**config.mk**
```make
export PLATFORM = sky130hd
export DESIGN_NAME = morse_frame_ctrl
export DESIGN_NICKNAME = d
export VERILOG_FILES = /design/src/rtl/morse_pkg.sv /design/src/rtl/morse_sym_fifo.sv /design/src/rtl/morse_frame_ctrl.sv
export SDC_FILE = /design/constraint.sdc
export NUM_CORES = 1
export LEC_CHECK = 0
export BUFFER_PORTS_ARGS = -buffer_cell sky130_fd_sc_hd__buf_2
export CORE_ASPECT_RATIO = 0.9
export CORE_MARGIN = 4
export CORE_UTILIZATION = 32
export DETAILED_ROUTE_END_ITERATION = 12
export PLACE_DENSITY = 0.52
export SYNTH_ARGS = -nofsm -noshare
export SYNTH_HDL_FRONTEND = slang
export SYNTH_SLANG_ARGS = --single-unit
```
**constraint.sdc**
```tcl
create_clock -name clock -period 3.1 [get_ports clock]
set_input_delay 0.62 -clock clock [delete_from_list [all_inputs] [get_ports clock]]
set_output_delay 0.62 -clock clock [all_outputs]
set_load 0.005 [all_outputs]
```
**src/rtl/morse_pkg.sv**
```systemverilog
// Shared types and constants for the Morse front-end: FSM states, symbol layout
// and element limits used by the framer and its symbol FIFO.
package morse_pkg;

    localparam int ELEM_MAX   = 6;
    localparam int SYM_LEN_W  = 3;
    localparam int SYM_BITS_W = 6;
    localparam int SYM_W      = 1 + SYM_LEN_W + SYM_BITS_W;

    localparam logic [7:0] ASCII_SPACE = 8'd32;

    typedef enum logic [1:0] {
        ST_IDLE = 2'd0,
        ST_MARK = 2'd1,
        ST_GAP  = 2'd2
    } state_t;

    typedef struct packed {
        logic                  space;
        logic [SYM_LEN_W-1:0]  len;
        logic [SYM_BITS_W-1:0] bits;
    } sym_t;

    function automatic sym_t make_char(input logic [SYM_LEN_W-1:0] len,
                                       input logic [SYM_BITS_W-1:0] bits);
        sym_t s;
        s.space = 1'b0;
        s.len   = len;
        s.bits  = bits;
        return s;
    endfunction

    function automatic sym_t make_space();
        sym_t s;
        s = '0;
        s.space = 1'b1;
        return s;
    endfunction

endpackage

```
**src/rtl/morse_sym_fifo.sv**
```systemverilog
// Small synchronous FIFO for completed symbols; the head is presented directly
// from storage and reads as zero whenever the FIFO is empty.
module morse_sym_fifo
    import morse_pkg::*;
#(
    parameter int WIDTH = SYM_W,
    parameter int DEPTH = 4
) (
    input  logic             clock,
    input  logic             reset_n,
    input  logic             push_i,
    input  logic [WIDTH-1:0] push_data_i,
    input  logic             pop_i,
    output logic [WIDTH-1:0] head_o,
    output logic             full_o,
    output logic             empty_o
);

    localparam int AW = $clog2(DEPTH);

    logic [AW:0]      wr_q, wr_d;
    logic [AW:0]      rd_q, rd_d;
    logic [WIDTH-1:0] mem_q [DEPTH];
    logic             push_ok;
    logic             pop_ok;

    // The extra pointer bit separates a full FIFO from an empty one.
    assign empty_o = (wr_q == rd_q);
    assign full_o  = (wr_q[AW] != rd_q[AW]) && (wr_q[AW-1:0] == rd_q[AW-1:0]);

    assign pop_ok  = pop_i && !empty_o;
    assign push_ok = push_i && (!full_o || pop_ok);

    assign head_o  = empty_o ? '0 : mem_q[rd_q[AW-1:0]];

    always_comb begin
        wr_d = wr_q;
        rd_d = rd_q;
        if (push_ok) wr_d = wr_q + 1'b1;
        if (pop_ok)  rd_d = rd_q + 1'b1;
    end

    always_ff @(posedge clock or negedge reset_n) begin
        if (!reset_n) begin
            wr_q <= '0;
            rd_q <= '0;
        end else begin
            wr_q <= wr_d;
            rd_q <= rd_d;
        end
    end

    always_ff @(posedge clock) begin
        if (push_ok) mem_q[wr_q[AW-1:0]] <= push_data_i;
    end

endmodule

```
**src/rtl/morse_frame_ctrl.sv**
```systemverilog
// Morse key front-end: synchronises the key line, times marks and gaps, frames
// dot/dash elements into characters and word spaces, and queues the symbols.
module morse_frame_ctrl
    import morse_pkg::*;
#(
    parameter int CLKS_PER_UNIT = 1000,
    parameter int FIFO_DEPTH    = 4
) (
    input  logic       clock,
    input  logic       reset_n,
    input  logic       signal_in,
    output logic       sym_valid,
    input  logic       sym_ready,
    output logic       sym_space,
    output logic [2:0] sym_len,
    output logic [5:0] sym_bits,
    output logic       busy,
    output logic       overflow,
    output logic       len_error
);

    localparam int RUN_MAX = 8 * CLKS_PER_UNIT;
    localparam int RUN_W   = $clog2(RUN_MAX + 1);

    localparam logic [RUN_W-1:0] RUN_SAT = RUN_W'(RUN_MAX);
    localparam logic [RUN_W-1:0] HALF_U  = RUN_W'(CLKS_PER_UNIT / 2);
    localparam logic [RUN_W-1:0] TWO_U   = RUN_W'(2 * CLKS_PER_UNIT);
    localparam logic [RUN_W-1:0] FIVE_U  = RUN_W'(5 * CLKS_PER_UNIT);

    logic                  sync1_q, sync2_q, sync3_q;
    logic [RUN_W-1:0]      run_q;
    state_t                state_q;
    logic [SYM_LEN_W-1:0]  count_q;
    logic [SYM_BITS_W-1:0] bits_q;
    logic                  err_q;
    logic                  word_armed_q;
    logic                  push_q;
    sym_t                  push_data_q;
    logic                  len_error_q;
    logic                  overflow_q;

    logic                  rise, fall;
    logic                  sym_pop;
    logic                  fifo_full, fifo_empty;
    logic [SYM_W-1:0]      head_raw;
    sym_t                  head;

    assign rise = sync2_q && !sync3_q;
    assign fall = !sync2_q && sync3_q;

    // Timing and framing FSM; an edge on s always wins over a threshold match.
    always_ff @(posedge clock or negedge reset_n) begin
        if (!reset_n) begin
            sync1_q      <= 1'b0;
            sync2_q      <= 1'b0;
            sync3_q      <= 1'b0;
            run_q        <= '0;
            state_q      <= ST_IDLE;
            count_q      <= '0;
            bits_q       <= '0;
            err_q        <= 1'b0;
            word_armed_q <= 1'b0;
            push_q       <= 1'b0;
            push_data_q  <= '0;
            len_error_q  <= 1'b0;
        end else begin
            sync1_q     <= signal_in;
            sync2_q     <= sync1_q;
            sync3_q     <= sync2_q;
            push_q      <= 1'b0;
            len_error_q <= 1'b0;

            if (rise || fall)
                run_q <= RUN_W'(1);
            else if (run_q != RUN_SAT)
                run_q <= run_q + 1'b1;

            case (state_q)
                ST_IDLE: begin
                    if (rise) state_q <= ST_MARK;
                end

                ST_MARK: begin
                    if (fall) begin
                        if (run_q < HALF_U) begin
                            state_q <= (count_q != '0) ? ST_GAP : ST_IDLE;
                        end else begin
                            if (count_q == SYM_LEN_W'(ELEM_MAX)) begin
                                err_q <= 1'b1;
                            end else begin
                                bits_q  <= {bits_q[SYM_BITS_W-2:0], (run_q >= TWO_U)};
                                count_q <= count_q + 1'b1;
                            end
                            state_q <= ST_GAP;
                        end
                    end
                end

                ST_GAP: begin
                    if (rise) begin
                        state_q <= ST_MARK;
                    end else if (run_q == TWO_U && count_q != '0) begin
                        if (err_q) begin
                            len_error_q <= 1'b1;
                            err_q       <= 1'b0;
                        end else begin
                            push_q       <= 1'b1;
                            push_data_q  <= make_char(count_q, bits_q);
                            word_armed_q <= 1'b1;
                        end
                        count_q <= '0;
                        bits_q  <= '0;
                    end else if (run_q == FIVE_U) begin
                        if (word_armed_q) begin
                            push_q      <= 1'b1;
                            push_data_q <= make_space();
                        end
                        word_armed_q <= 1'b0;
                        state_q      <= ST_IDLE;
                    end
                end

                default: state_q <= ST_IDLE;
            endcase
        end
    end

    assign sym_pop = sym_valid && sym_ready;

    // A push that finds the FIFO full is only lost if no pop frees a slot.
    always_ff @(posedge clock or negedge reset_n) begin
        if (!reset_n)
            overflow_q <= 1'b0;
        else if (push_q && fifo_full && !sym_pop)
            overflow_q <= 1'b1;
    end

    morse_sym_fifo #(
        .WIDTH (SYM_W),
        .DEPTH (FIFO_DEPTH)
    ) u_fifo (
        .clock       (clock),
        .reset_n     (reset_n),
        .push_i      (push_q),
        .push_data_i (push_data_q),
        .pop_i       (sym_pop),
        .head_o      (head_raw),
        .full_o      (fifo_full),
        .empty_o     (fifo_empty)
    );

    assign head      = sym_t'(head_raw);
    assign sym_valid = !fifo_empty;
    assign sym_space = head.space;
    assign sym_len   = head.len;
    assign sym_bits  = head.bits;
    assign busy      = (state_q != ST_IDLE);
    assign overflow  = overflow_q;
    assign len_error = len_error_q;

endmodule

```
### After elaboration in Yosys (flattened, before gate mapping)

Memory sizes are Yosys's and may differ from the RTL's.
Cells that the tools add are included.

* register bits: 48
* memory bits (writable): 40
* input bits: 4
* output and inout bits: 14
* memories kept: 1

* add/sub/neg operators: 4
* magnitude comparators: 2
* equal/unequal tests: 19
* muxes and demuxes: 48
* bitwise operators: 1
* reduce and logical (&&, ||, !) cells: 28

Memories
* u_fifo.mem_q: depth 4, width 10, read ports 1, clocked after memory_dff 0, wr ports 1, line morse_sym_fifo.sv:23 `logic [WIDTH-1:0] mem_q [DEPTH];`

Operator list (count)
* 10-bit two-way mux: 5
* 6-bit two-way mux: 5
* 13-bit two-way mux: 2
* 1-bit two-way mux: 20
* 2-bit inequality test, second input constant: 8
* 3-bit two-way mux: 5
* 2-bit two-way mux: 7
* 13-bit by 1-bit adder with 13-bit output, second input constant: 1
* 13-bit by 11-bit == test with 1-bit output, second input constant: 1
* 13-bit == test, second input constant: 1
* 13-bit by 11-bit greater-or-equal comparator with 1-bit output, second input constant: 1
* 13-bit by 9-bit less-than comparator with 1-bit output, second input constant: 1
* 13-bit inequality test, second input constant: 1
* 6-bit one-hot mux with 2 select lines: 1
* 6-bit AND reduction: 2
* 2-bit nonzero test: 5
* 3-bit by 1-bit adder with 3-bit output, second input constant: 3
* 1-bit logical AND: 9
* 4-bit AND reduction: 2
* 3-bit inequality test, second input constant: 2
* 2-bit one-hot mux with 3 select lines: 1
* 3-bit one-hot mux with 2 select lines: 1
* 1-bit logical NOT: 5
* 5-bit AND reduction: 1
* other kinds (11): 12

### Logic depth before layout (Yosys ltp)

Gate-level depths: netlist of run 1.

* depth after elaboration: 8
* depth in mapped cells: 7

### Modules after synthesis

Synthesis of run 1 repeated with hierarchy kept, for this count alone.

* cells, all modules: 293
* area, all modules: 3956.3 sq um

By module, submodules not included
* morse_frame_ctrl: instances 1, cells each 195, area each 2037.0 sq um
* morse_sym_fifo: instances 1, cells each 98, area each 1919.3 sq um

### Worst setup path before layout of run 1

Ideal clock, no wire load.

* path kind: register to output
* start point: register u_fifo.rd_q[0]
* end point: output sym_bits[0]
* data arrival time: 1654 ps
* data required time: 2480 ps
* setup slack: 826 ps
* stages on the path, launching flop included: 4
* path buffers: 1
* path through: dfrtp_1 -> buf_1 -> mux4_2 -> and2_1

* cells in the longest elaborated chain, start to end: 2

Ends and longest elaborated chain
* from (decl): line morse_sym_fifo.sv:22 `logic [AW:0] rd_q, rd_d;`
* from (signal assigned): line morse_sym_fifo.sv:49 `rd_q <= rd_d;`
* memory read 4 x 10 bit / 3-bit == test (equally long branches)
* 10-bit two-way mux *: line morse_sym_fifo.sv:34 `assign head_o = empty_o ? '0 : mem_q[rd_q[AW-1:0]];`
* to (decl): line morse_frame_ctrl.sv:16 `output logic [5:0] sym_bits,`

Mark *: on every way between the ends. The rest lies on a longest branch, timed or not.

### Worst setup path after layout of run 1

* start point: register u_fifo.rd_q[1]
* end point: output sym_len[1]

* cells in the longest elaborated chain, start to end: 2

Ends and longest elaborated chain
* memory read 4 x 10 bit / 3-bit == test (equally long branches)
* 10-bit two-way mux *: line morse_sym_fifo.sv:34
* to (decl): line morse_frame_ctrl.sv:15 `output logic [2:0] sym_len,`

Marked as above.

==> run_results.csv, run 1 <==
group,metric,value,unit
status,status,"completed",
synth,synthAdderAreaFrac,3.77,%
floorplanning,start_util,32.9,%
synth,yosysTopAreaCellShare,30.1,%
layout,fillers,1160,
floorplanning,fp.dieArea,14300,um2
synth,synthArstFlopShare,54.5,%
synth,synth_compound_area_share,9.39,%
floorplanning,dieHeight,114,um
layout,syn2layout_area_growth,14.9,%
setup_path,critPathMaxStageDelay,0.72,ns
layout,drive_above_1_share,22.0,%
synth,synthSimpleGateAreaFrac,12.0,%
sta,fin_skew,0.00513,ns
synth,seq_area_frac_synth,60.3,%
job,maxCapViolCount,0,
setup_path,crit_arrival,2.10,ns
layout,final_cell_mix,"48 x dfrtp_1, 40 x edfxtp_1, 26 x inv_1, 17 x and2_1, 17 x buf_2",
sta,clock.fmax,0.367,GHz
floorplanning,io_pins,18,
grt,grt_max_degree,33,
grt,grt_pass1_vias,2422,
synth,avgSynthCellArea,13.4,um2
power,p_comb_share,13.0,%
setup_path,path_cells,"xnor2_1, nand3_1, and2_1, buf_2",
power,switchingPower,0.717,mW
setup_path,crit_family,"flip-flops",
synth,synth_nets,314,
setup_path,start_kind,"flop",
power,power_frac_seq,47.2,%
power,clkPwrFrac,39.7,%
cts,cts_made_buffers,9,
cts,cts_tree,"yes",
synth,synthCells,298,
cts,postCtsSetupBuffers,0,
hold_path,worstHoldPathType,"input pin to async pin",
cts,cts.reportedPaths.clkPinSlew,0.06,ns
cts,cts_hold_repair.buffers,0,
grt,grt_pass1_wl,12700,um
sta,fin_crit_sh,87.8,%
synth,post_synth_num_cell_types,52,
grt,grt-ovfl-total,0,
cts,ctsResizeCount,0,
synth,yosys.area.top_type,"dfrtp_1",
cts,clock-sinks,88,
synth,synth_area_leaders,"dfrtp_1 30%, edfxtp_1 30%, mux4_2 5.7%",
drt,drcViolationCount,0,
synth,synthXorXnorAreaFrac,3.74,%
drt,vias,2329,
power,power.total,2.81,mW
setup_path,required,2.48,ns
setup_path,end_kind,"output port",
sta,fin_crit,2.72,ns
drt,wire_per_inst,15.0,um
setup_path,cp_max_fo,13,
cts,cts_root_buf,"clkbuf_16",
layout,multiInputGateArea,1420,um2
floorplanning,rows,38,
grt,grt_usage,11.3,%
floorplanning,die_x,126,um
synth,synth_edf_count,40,
power,power_density,614,nW/um2
sta,drv_slew,0,
layout,register_area,2400,um2
place,io_buffers,17,
cts,cts_buffer_depth,2,
synth,ys_ff_latch,88,
power,peakVddDrop,0.292,mV
drt,ant_nets,0,
place,gp_congestion,0.738,
synth,syn-cell-area,3990,um2
setup_path,cp_num_buf_inv,1,
drt,wl,7310,um
layout,mostFrequentLayoutCell,"dfrtp_1",
drt,drt_first_pass_iters,4,
floorplanning,coreArea,12100,um2
setup_path,worstSetupPathType,"flop to output port",
power,switching_share,25.5,%
sta,finalSetupTns,0,ns
sta,hold_slack,0.337,ns
sta,rsz0062_at_grt,"false",
place,dp_hpwl,5050,um
sta,setup_violations,0,
synth,synth_top_family_by_area,"simple AND/OR/NAND/NOR gates",
sta,max_slew.worst_pin.slew,0.747,ns
setup_path,cp_slowest_cell,"dfrtp_1",
layout,final_nets,338,
sta,max_slew_margin,50.2,%
layout,diodes,0,
synth,synth_warnings,0,
synth,ys.flop_type,"dfrtp_1",
grt,antenna_found_initial,0,
power,intPower,2.10,mW
drt,drt_iter0_drc,187,
power,p_leak,1.69,nW
cts,clock_latency,0.34,ns
synth,synthMuxAreaShare,6.84,%
sta,hold_viol_final,0,
cts,h-tree-depth,3,
drt,viasPerCell,4.78,
-- registers in the layout (all words and copies together) (netlist names) --
name and cells:
push_q 1, sync1_q 1, bits_q 6, state_q 2
sync3_q 1, word_armed_q 1, u_fifo.wr_q 3, run_q 13
len_error 1, count_q 3, overflow 1, u_fifo.mem_q 40
push_data_q 10, u_fifo.rd_q 3, err_q 1, sync2_q 1
-- stage by stage --
| stage | utilization, % | worst slack [ns] | area, um2 | cells |
|---|---|---|---|---|
| floorplan | - | 0.826 | 3990 | 298 |
| global placement | 35.2 | 0.710 | 4270 | 471 |
| detailed placement | 35.2 | 0.672 | 4270 | 471 |
| CTS | 37.8 | 0.295 | 4580 | 487 |
| global route | 37.8 | 0.169 | 4580 | 487 |
| finish | 37.8 | 0.378 | 4580 | 487 |
-- layer usage --
| metal | vias to the layer above | GRT usage (%) | share of wire [%] |
|---|---|---|---|
| li1 | 1134 | - | - |
| met4 | 0 | 2.82 | 0.62 |
| met5 | - | 0 | 0 |
| met1 | 1160 | 15.3 | 50 |
| met3 | 4 | 4.21 | 4.0 |
| met2 | 31 | 17.3 | 46 |
-- synth_stat cells, drive strengths merged, types with 6 or more instances --
cell    number
inv         26
xnor2       12
nand2        9
dfrtp       48
a22o         8
a32oi        7
and2        17
nor2        12
o21ai       14
buf          6
clkbuf       6
edfxtp      40
mux4        10
nand3        6
nor3         8
ha          12
-- worst reg2reg max path, delay by kind of cell (launching register included) --
| family | cells | cell delay, ns |
|---|---|---|
| compound gates | 2 | 0.61 |
| flops | 1 | 0.46 |
| simple gates | 2 | 1.19 |
-- layout make-up --
cell class / count / area share (%)
Clock buffer: 10 / 5.22
Clock inverter: 6 / 1.58
Inverter: 26 / 2.13
Multi-Input combinational cell: 172 / 31.1
Sequential cell: 88 / 52.4
Tap cell: 160 / 4.37
Timing Repair Buffer: 25 / 3.17
-- worst paths after layout --
check                      cells past startpoint  slack [ns]      startpoint    endpoint
setup / recovery                               4        0.38  u_fifo.rd_q[1]  sym_len[1]
hold / removal                                 1        0.34         reset_n     sync1_q
setup reg to reg                               4        0.71        run_q[0]   bits_q[0]
hold reg to reg                                0        0.35         sync1_q     sync2_q
max in group asynchronous                      2        2.14         reset_n  count_q[0]
min in group clock                             0        0.35         sync1_q     sync2_q
-- cells by family (layout without fill, tap and decap cells) --
logic type | after synthesis | in the layout
multiplexers | 14 | 14
AO/OA/AOI/OAI | 48 | 48
flip-flops | 88 | 88
buffers and inverters | 38 | 67
XOR/XNOR | 17 | 17
AND/OR/NAND/NOR | 81 | 81
adder cells (fa/ha/maj) | 12 | 12
-- power by group through the flow --
stage | Clock (mW) | Combinational (mW) | Sequential, mW
4_1_cts | 1.14 | 0.379 | 1.33
3_5_place_dp | 0 | 0.377 | 1.35
2_1_floorplan | 0 | 0.284 | 1.30
6_report | 1.12 | 0.367 | 1.33
5_1_grt | 1.21 | 0.418 | 1.34
3_3_place_gp | 0 | 0.372 | 1.35
No activity file was read; power rests on OpenSTA's default activity.
==> run 2: changes to the inputs <==
--- a/config.mk
+++ b/config.mk
@@ -5,6 +5,7 @@
 export SDC_FILE = /design/constraint.sdc
 export NUM_CORES = 1
 export LEC_CHECK = 0
+export ABC_AREA = 1
 export BUFFER_PORTS_ARGS = -buffer_cell sky130_fd_sc_hd__buf_2
 export CORE_ASPECT_RATIO = 0.9
 export CORE_MARGIN = 4
==> run_results.csv, run 2 <==
group,metric,value,unit
synth,synth.most_common_cell,"nand2_1",
power,p_leak,2.31,nW
floorplanning,io_pins,18,
setup_path,cp_slowest_cell,"dfrtp_1",
synth,synthMuxAreaShare,0,%
setup_path,cp_num_buf_inv,3,
place,gp_congestion,0.794,
power,peakVddDrop,0.361,mV
cts,cts.reportedPaths.clkPinSlew,0.07,ns
cts,ctsResizeCount,0,
setup_path,worstSetupPathType,"flop to output port",
setup_path,path_cells,"inv_1, nand2_1, nand4_1, nand2_1, inv_1, buf_2",
setup_path,required,2.48,ns
sta,setup_ws,0.311,ns
grt,grt_usage,12.2,%
synth,yosysTopAreaCellShare,28.2,%
setup_path,crit_family,"simple AND/OR/NAND/NOR gates",
synth,synthCells,462,
drt,drcViolationCount,0,
place,io_buffers,17,
sta,hold_viol_final,0,
synth,synth_top_family_by_area,"simple AND/OR/NAND/NOR gates",
synth,syn-cell-area,4260,um2
synth,synth_edf_count,40,
layout,drive_above_1_share,12.4,%
power,power_density,587,nW/um2
place,place_ws,0.634,ns
status,status,"completed",
cts,cts_hold_repair.buffers,0,
synth,synthArstFlopShare,54.5,%
setup_path,start_kind,"flop",
synth,synth_compound_area_share,8.20,%
layout,diodes,0,
setup_path,critPathMaxStageDelay,0.57,ns
grt,grt_pass1_vias,3051,
sta,fin_skew,0.00387,ns
setup_path,cp_max_fo,13,
synth,synth_nets,478,
floorplanning,rows,39,
drt,drt_first_pass_iters,4,
grt,antenna_found_initial,0,
floorplanning,dieHeight,117,um
sta,drv_slew,0,
synth,synthSimpleGateAreaFrac,24.2,%
layout,final_nets,501,
synth,synth_warnings,0,
layout,fillers,1300,
setup_path,crit_arrival,2.17,ns
sta,max_slew.worst_pin.slew,0.780,ns
floorplanning,start_util,33.2,%
setup_path,end_kind,"output port",
synth,synthAdderAreaFrac,3.53,%
power,power.total,2.84,mW
cts,cts_root_buf,"clkbuf_16",
place,dp_hpwl,6140,um
cts,h-tree-depth,3,
grt,grt_max_degree,29,
sta,rsz0062_at_grt,"false",
layout,register_area,2400,um2
drt,ant_nets,0,
synth,synthTopCellsByCount,"106 x nand2_1, 57 x nor2_1, 48 x dfrtp_1, 48 x inv_1, 40 x edfxtp_1",
floorplanning,fp.dieArea,15200,um2
drt,wl,8590,um
grt,grt-ovfl-total,0,
sta,fin_crit_sh,90.0,%
layout,mostFrequentLayoutCell,"nand2_1",
job,maxCapViolCount,0,
layout,final_cell_mix,"106 x nand2_1, 57 x nor2_1, 48 x inv_1, 48 x dfrtp_1, 40 x edfxtp_1",
synth,ys.flop_type,"dfrtp_1",
synth,synthXorXnorAreaFrac,1.44,%
cts,clock-sinks,88,
sta,max_slew_margin,47.8,%
sta,clock.fmax,0.359,GHz
drt,viasPerCell,4.62,
synth,seq_area_frac_synth,56.5,%
cts,cts_tree,"yes",
synth,avgSynthCellArea,9.21,um2
layout,syn2layout_area_growth,13.5,%
cts,postCtsSetupBuffers,0,
cts,cts_buffer_depth,2,
synth,post_synth_num_cell_types,35,
synth,ys_ff_latch,88,
hold_path,worstHoldPathType,"input pin to async pin",
drt,wire_per_inst,13.1,um
layout,multiInputGateArea,1590,um2
layout,largest_reg_flops,40,
sta,setup_violations,0,
floorplanning,die_x,130,um
grt,grt_pass1_wl,14900,um
sta,finalSetupTns,0,ns
drt,vias,3024,
cts,clock_latency,0.34,ns
cts,cts_made_buffers,9,
floorplanning,coreArea,12800,um2
sta,fin_crit,2.79,ns
drt,drt_iter0_drc,172,
synth,synth_area_leaders,"dfrtp_1 28%, edfxtp_1 28%, nand2_1 9.4%",
synth,yosys.area.top_type,"dfrtp_1",
[run 2: changes by cell type after synthesis, moves of 10 or more]
cell     previous run  this run
a21oi_1             3        13
nand3_1             6        24
inv_1              26        48
mux4_2             10         0
and2_1             17         0
o21ai_0            12        38
nor2_1             12        57
nand2_1             9       106
[run 2: kinds of logic after synthesis]
| kind of cell | count (synthesis) |
|---|---|
| fa+ha+maj | 12 |
| xor+xnor | 7 |
| buf+inv | 66 |
| compound gates | 65 |
| simple gates | 224 |
| flops | 88 |
[run 2: report_power, final]
group / switching [mW] / leakage [nW] / internal (mW) / total [mW]
Clock: 0.501 / 0.145 / 0.571 / 1.07
Sequential: 0.0604 / 1.10 / 1.26 / 1.32
Combinational: 0.302 / 1.07 / 0.147 / 0.449
[run 2: final cells by class]
| cell class | count | area share, % |
|---|---|---|
| Clock buffer | 9 | 4.66 |
| Clock inverter | 7 | 1.55 |
| Inverter | 56 | 4.38 |
| Multi-Input combinational cell | 308 | 32.9 |
| Sequential cell | 88 | 49.7 |
| Tap cell | 164 | 4.25 |
| Timing Repair Buffer | 22 | 2.54 |
[run 2: per-layer routing]
| layer | routed length (um) | global-route usage, % | vias to the layer above |
|---|---|---|---|
| met2 | 3810 | 18.6 | 45 |
| met1 | 4350 | 17.2 | 1405 |
| met4 | 102 | 3.38 | 0 |
| li1 | - | - | 1564 |
| met3 | 330 | 3.18 | 10 |
| met5 | 0 | 0 | - |
[run 2: stage by stage]
stage	hold WS [ns]	instance area, um2	std cells	utilization, %
floorplan	0.324	4260	462	-
global placement	0.344	4530	638	35.3
detailed placement	0.336	4530	638	35.3
CTS	0.251	4830	654	37.6
global route	0.273	4830	654	37.6
finish	0.237	4830	654	37.6
[run 2: worst paths after layout]
| check | from | end | slack [ns] | cells past startpoint |
|---|---|---|---|---|
| max reg2reg | u_fifo.rd_q[1] | u_fifo.mem_q[1][1] | 0.84 | 5 |
| max in group asynchronous | reset_n | push_data_q[3] | 2.12 | 2 |
| max | u_fifo.rd_q[1] | sym_bits[5] | 0.31 | 6 |
| min | reset_n | run_q[7] | 0.24 | 1 |
| min in group clock | sync1_q | sync2_q | 0.36 | 0 |
| min reg2reg | sync1_q | sync2_q | 0.36 | 0 |
==> run 3: changes to the inputs <==
--- a/config.mk
+++ b/config.mk
@@ -7,11 +7,11 @@
 export LEC_CHECK = 0
 export ABC_AREA = 1
 export BUFFER_PORTS_ARGS = -buffer_cell sky130_fd_sc_hd__buf_2
+export CAP_MARGIN = 20
 export CORE_ASPECT_RATIO = 0.9
-export CORE_MARGIN = 4
-export CORE_UTILIZATION = 32
+export CORE_UTILIZATION = 61
 export DETAILED_ROUTE_END_ITERATION = 12
-export PLACE_DENSITY = 0.52
+export PLACE_DENSITY = 0.84
 export SYNTH_ARGS = -nofsm -noshare
 export SYNTH_HDL_FRONTEND = slang
 export SYNTH_SLANG_ARGS = --single-unit
==> run_results.csv, run 3 (synthesis gave the netlist of run 2 again) <==
group,metric,value,unit
cts,clock-sinks,88,
drt,ant_nets,0,
grt,grt_pass1_wl,13800,um
layout,largest_reg_flops,40,
drt,wl,8170,um
power,switching_share,30.2,%
cts,cts_tree,"yes",
layout,final_nets,502,
floorplanning,io_pins,18,
power,peakVddDrop,0.454,mV
sta,max_slew_margin,61.2,%
layout,fillers,518,
setup_path,start_kind,"flop",
setup_path,required,2.48,ns
grt,grt-ovfl-total,0,
cts,cts.reportedPaths.clkPinSlew,0.09,ns
drt,drt_first_pass_iters,5,
floorplanning,fp.dieArea,7310,um2
layout,final_area,4640,um2
power,p_leak,2.26,nW
power,intPower,1.78,mW
place,io_buffers,17,
place,dpl_cell_area,4450,um2
floorplanning,rows,28,
sta,finalSetupTns,0,ns
layout,diodes,0,
power,power_density,548,nW/um2
layout,final_util,69.7,%
sta,max_slew.worst_pin.slew,0.582,ns
power,clkPwrFrac,30.7,%
cts,cts_hold_repair.buffers,0,
drt,viasPerCell,5.52,
sta,fin_crit_sh,89.3,%
job,maxCapViolCount,0,
sta,fin_crit,2.77,ns
sta,clock.fmax,0.361,GHz
layout,mostFrequentLayoutCell,"nand2_1",
setup_path,r2r-end,"u_fifo.mem_q[3][1]",
drt,drt_iter0_drc,231,
setup_path,cp_max_fo,13,
power,switchingPower,0.768,mW
sta,rsz0062_at_grt,"false",
floorplanning,die_x,90.0,um
sta,setup_violations,0,
sta,hold_viol_final,0,
floorplanning,dieHeight,81.2,um
drt,vias,3209,
drt,drcViolationCount,0,
power,power_frac_seq,51.6,%
power,p_comb_share,17.6,%
drt,wire_per_inst,14.1,um
sta,drv_slew,0,
cts,ctsResizeCount,0,
cts,clock_latency,0.36,ns
cts,cts_made_buffers,9,
setup_path,worstSetupPathType,"flop to output port",
setup_path,r2r_start,"u_fifo.rd_q[1]",
setup_path,r2r_slack,1.14,ns
status,status,"completed",
hold_path,worstHoldPathType,"input pin to async pin",
grt,grt_max_degree,26,
power,power.total,2.54,mW
grt,grt_pass1_vias,2980,
grt,antenna_found_initial,0,
layout,syn2layout_area_growth,9.06,%
layout,final_cell_mix,"106 x nand2_1, 57 x nor2_1, 48 x inv_1, 48 x dfrtp_1, 40 x edfxtp_1",
floorplanning,start_util,63.9,%
cts,cts_buffer_depth,2,
sta,hold_slack,0.239,ns
place,dp_hpwl,5680,um
floorplanning,coreArea,6660,um2
cts,postCtsSetupBuffers,0,
cts,h-tree-depth,3,
layout,drive_above_1_share,12.2,%
setup_path,end_kind,"output port",
setup_path,reg2reg_depth,6,
sta,fin_skew,0.00977,ns
cts,cts_root_buf,"clkbuf_8",
place,gp_congestion,0.925,
grt,grt_usage,24.6,%
setup_path,crit_arrival,2.15,ns
run 3: layout make-up:
cell class | count | area [um2] | share of cell area (%)
Sequential cell | 88 | 2400 | 51.8
Multi-Input combinational cell | 308 | 1590 | 34.2
Inverter | 56 | 211 | 4.56
Timing Repair Buffer | 23 | 130 | 2.80
Clock buffer | 10 | 128 | 2.75
Tap cell | 90 | 113 | 2.43
Clock inverter | 6 | 67.6 | 1.46
run 3: worst max path at each step:
| stage | from | end | cells past startpoint |
|---|---|---|---|
| floorplan | sym_ready | u_fifo.mem_q[0][0] | 4 |
| global placement | u_fifo.rd_q[1] | sym_bits[2] | 6 |
| global route | u_fifo.rd_q[1] | sym_bits[5] | 6 |
| CTS | u_fifo.rd_q[1] | sym_bits[5] | 6 |
| finish | u_fifo.rd_q[1] | sym_bits[5] | 6 |
| detailed placement | u_fifo.rd_q[1] | sym_bits[5] | 6 |
run 3: per-stage QoR:
step,setup slack (ns),instances
floorplan,1.35,462
global placement,0.864,565
detailed placement,0.785,565
CTS,0.367,581
global route,0.152,581
finish,0.331,581
run 3: metal layers:
metal  global-route usage [%]  vias to the layer above  share of wire (%)
met5                        0                        -                  0
met4                     10.5                        0                1.6
met3                     6.27                       16                5.7
met2                     39.5                      105                 48
met1                     32.3                     1514                 45
li1                         -                     1574                  -
run 3: power by group through the flow:
stage	Clock, mW	Combinational (mW)	Sequential [mW]
4_1_cts	0.800	0.443	1.31
2_1_floorplan	0	0.371	1.33
6_report	0.782	0.448	1.31
3_5_place_dp	0	0.440	1.34
3_3_place_gp	0	0.430	1.34
5_1_grt	0.835	0.517	1.32
run 3: worst max-delay path, cell delays in order, from the launching register on:
cell	delay [ns]
dfrtp_1	0.56
inv_1	0.25
nand2_1	0.14
nand4_1	0.44
nand2_1	0.22
inv_1	0.06
buf_2	0.12
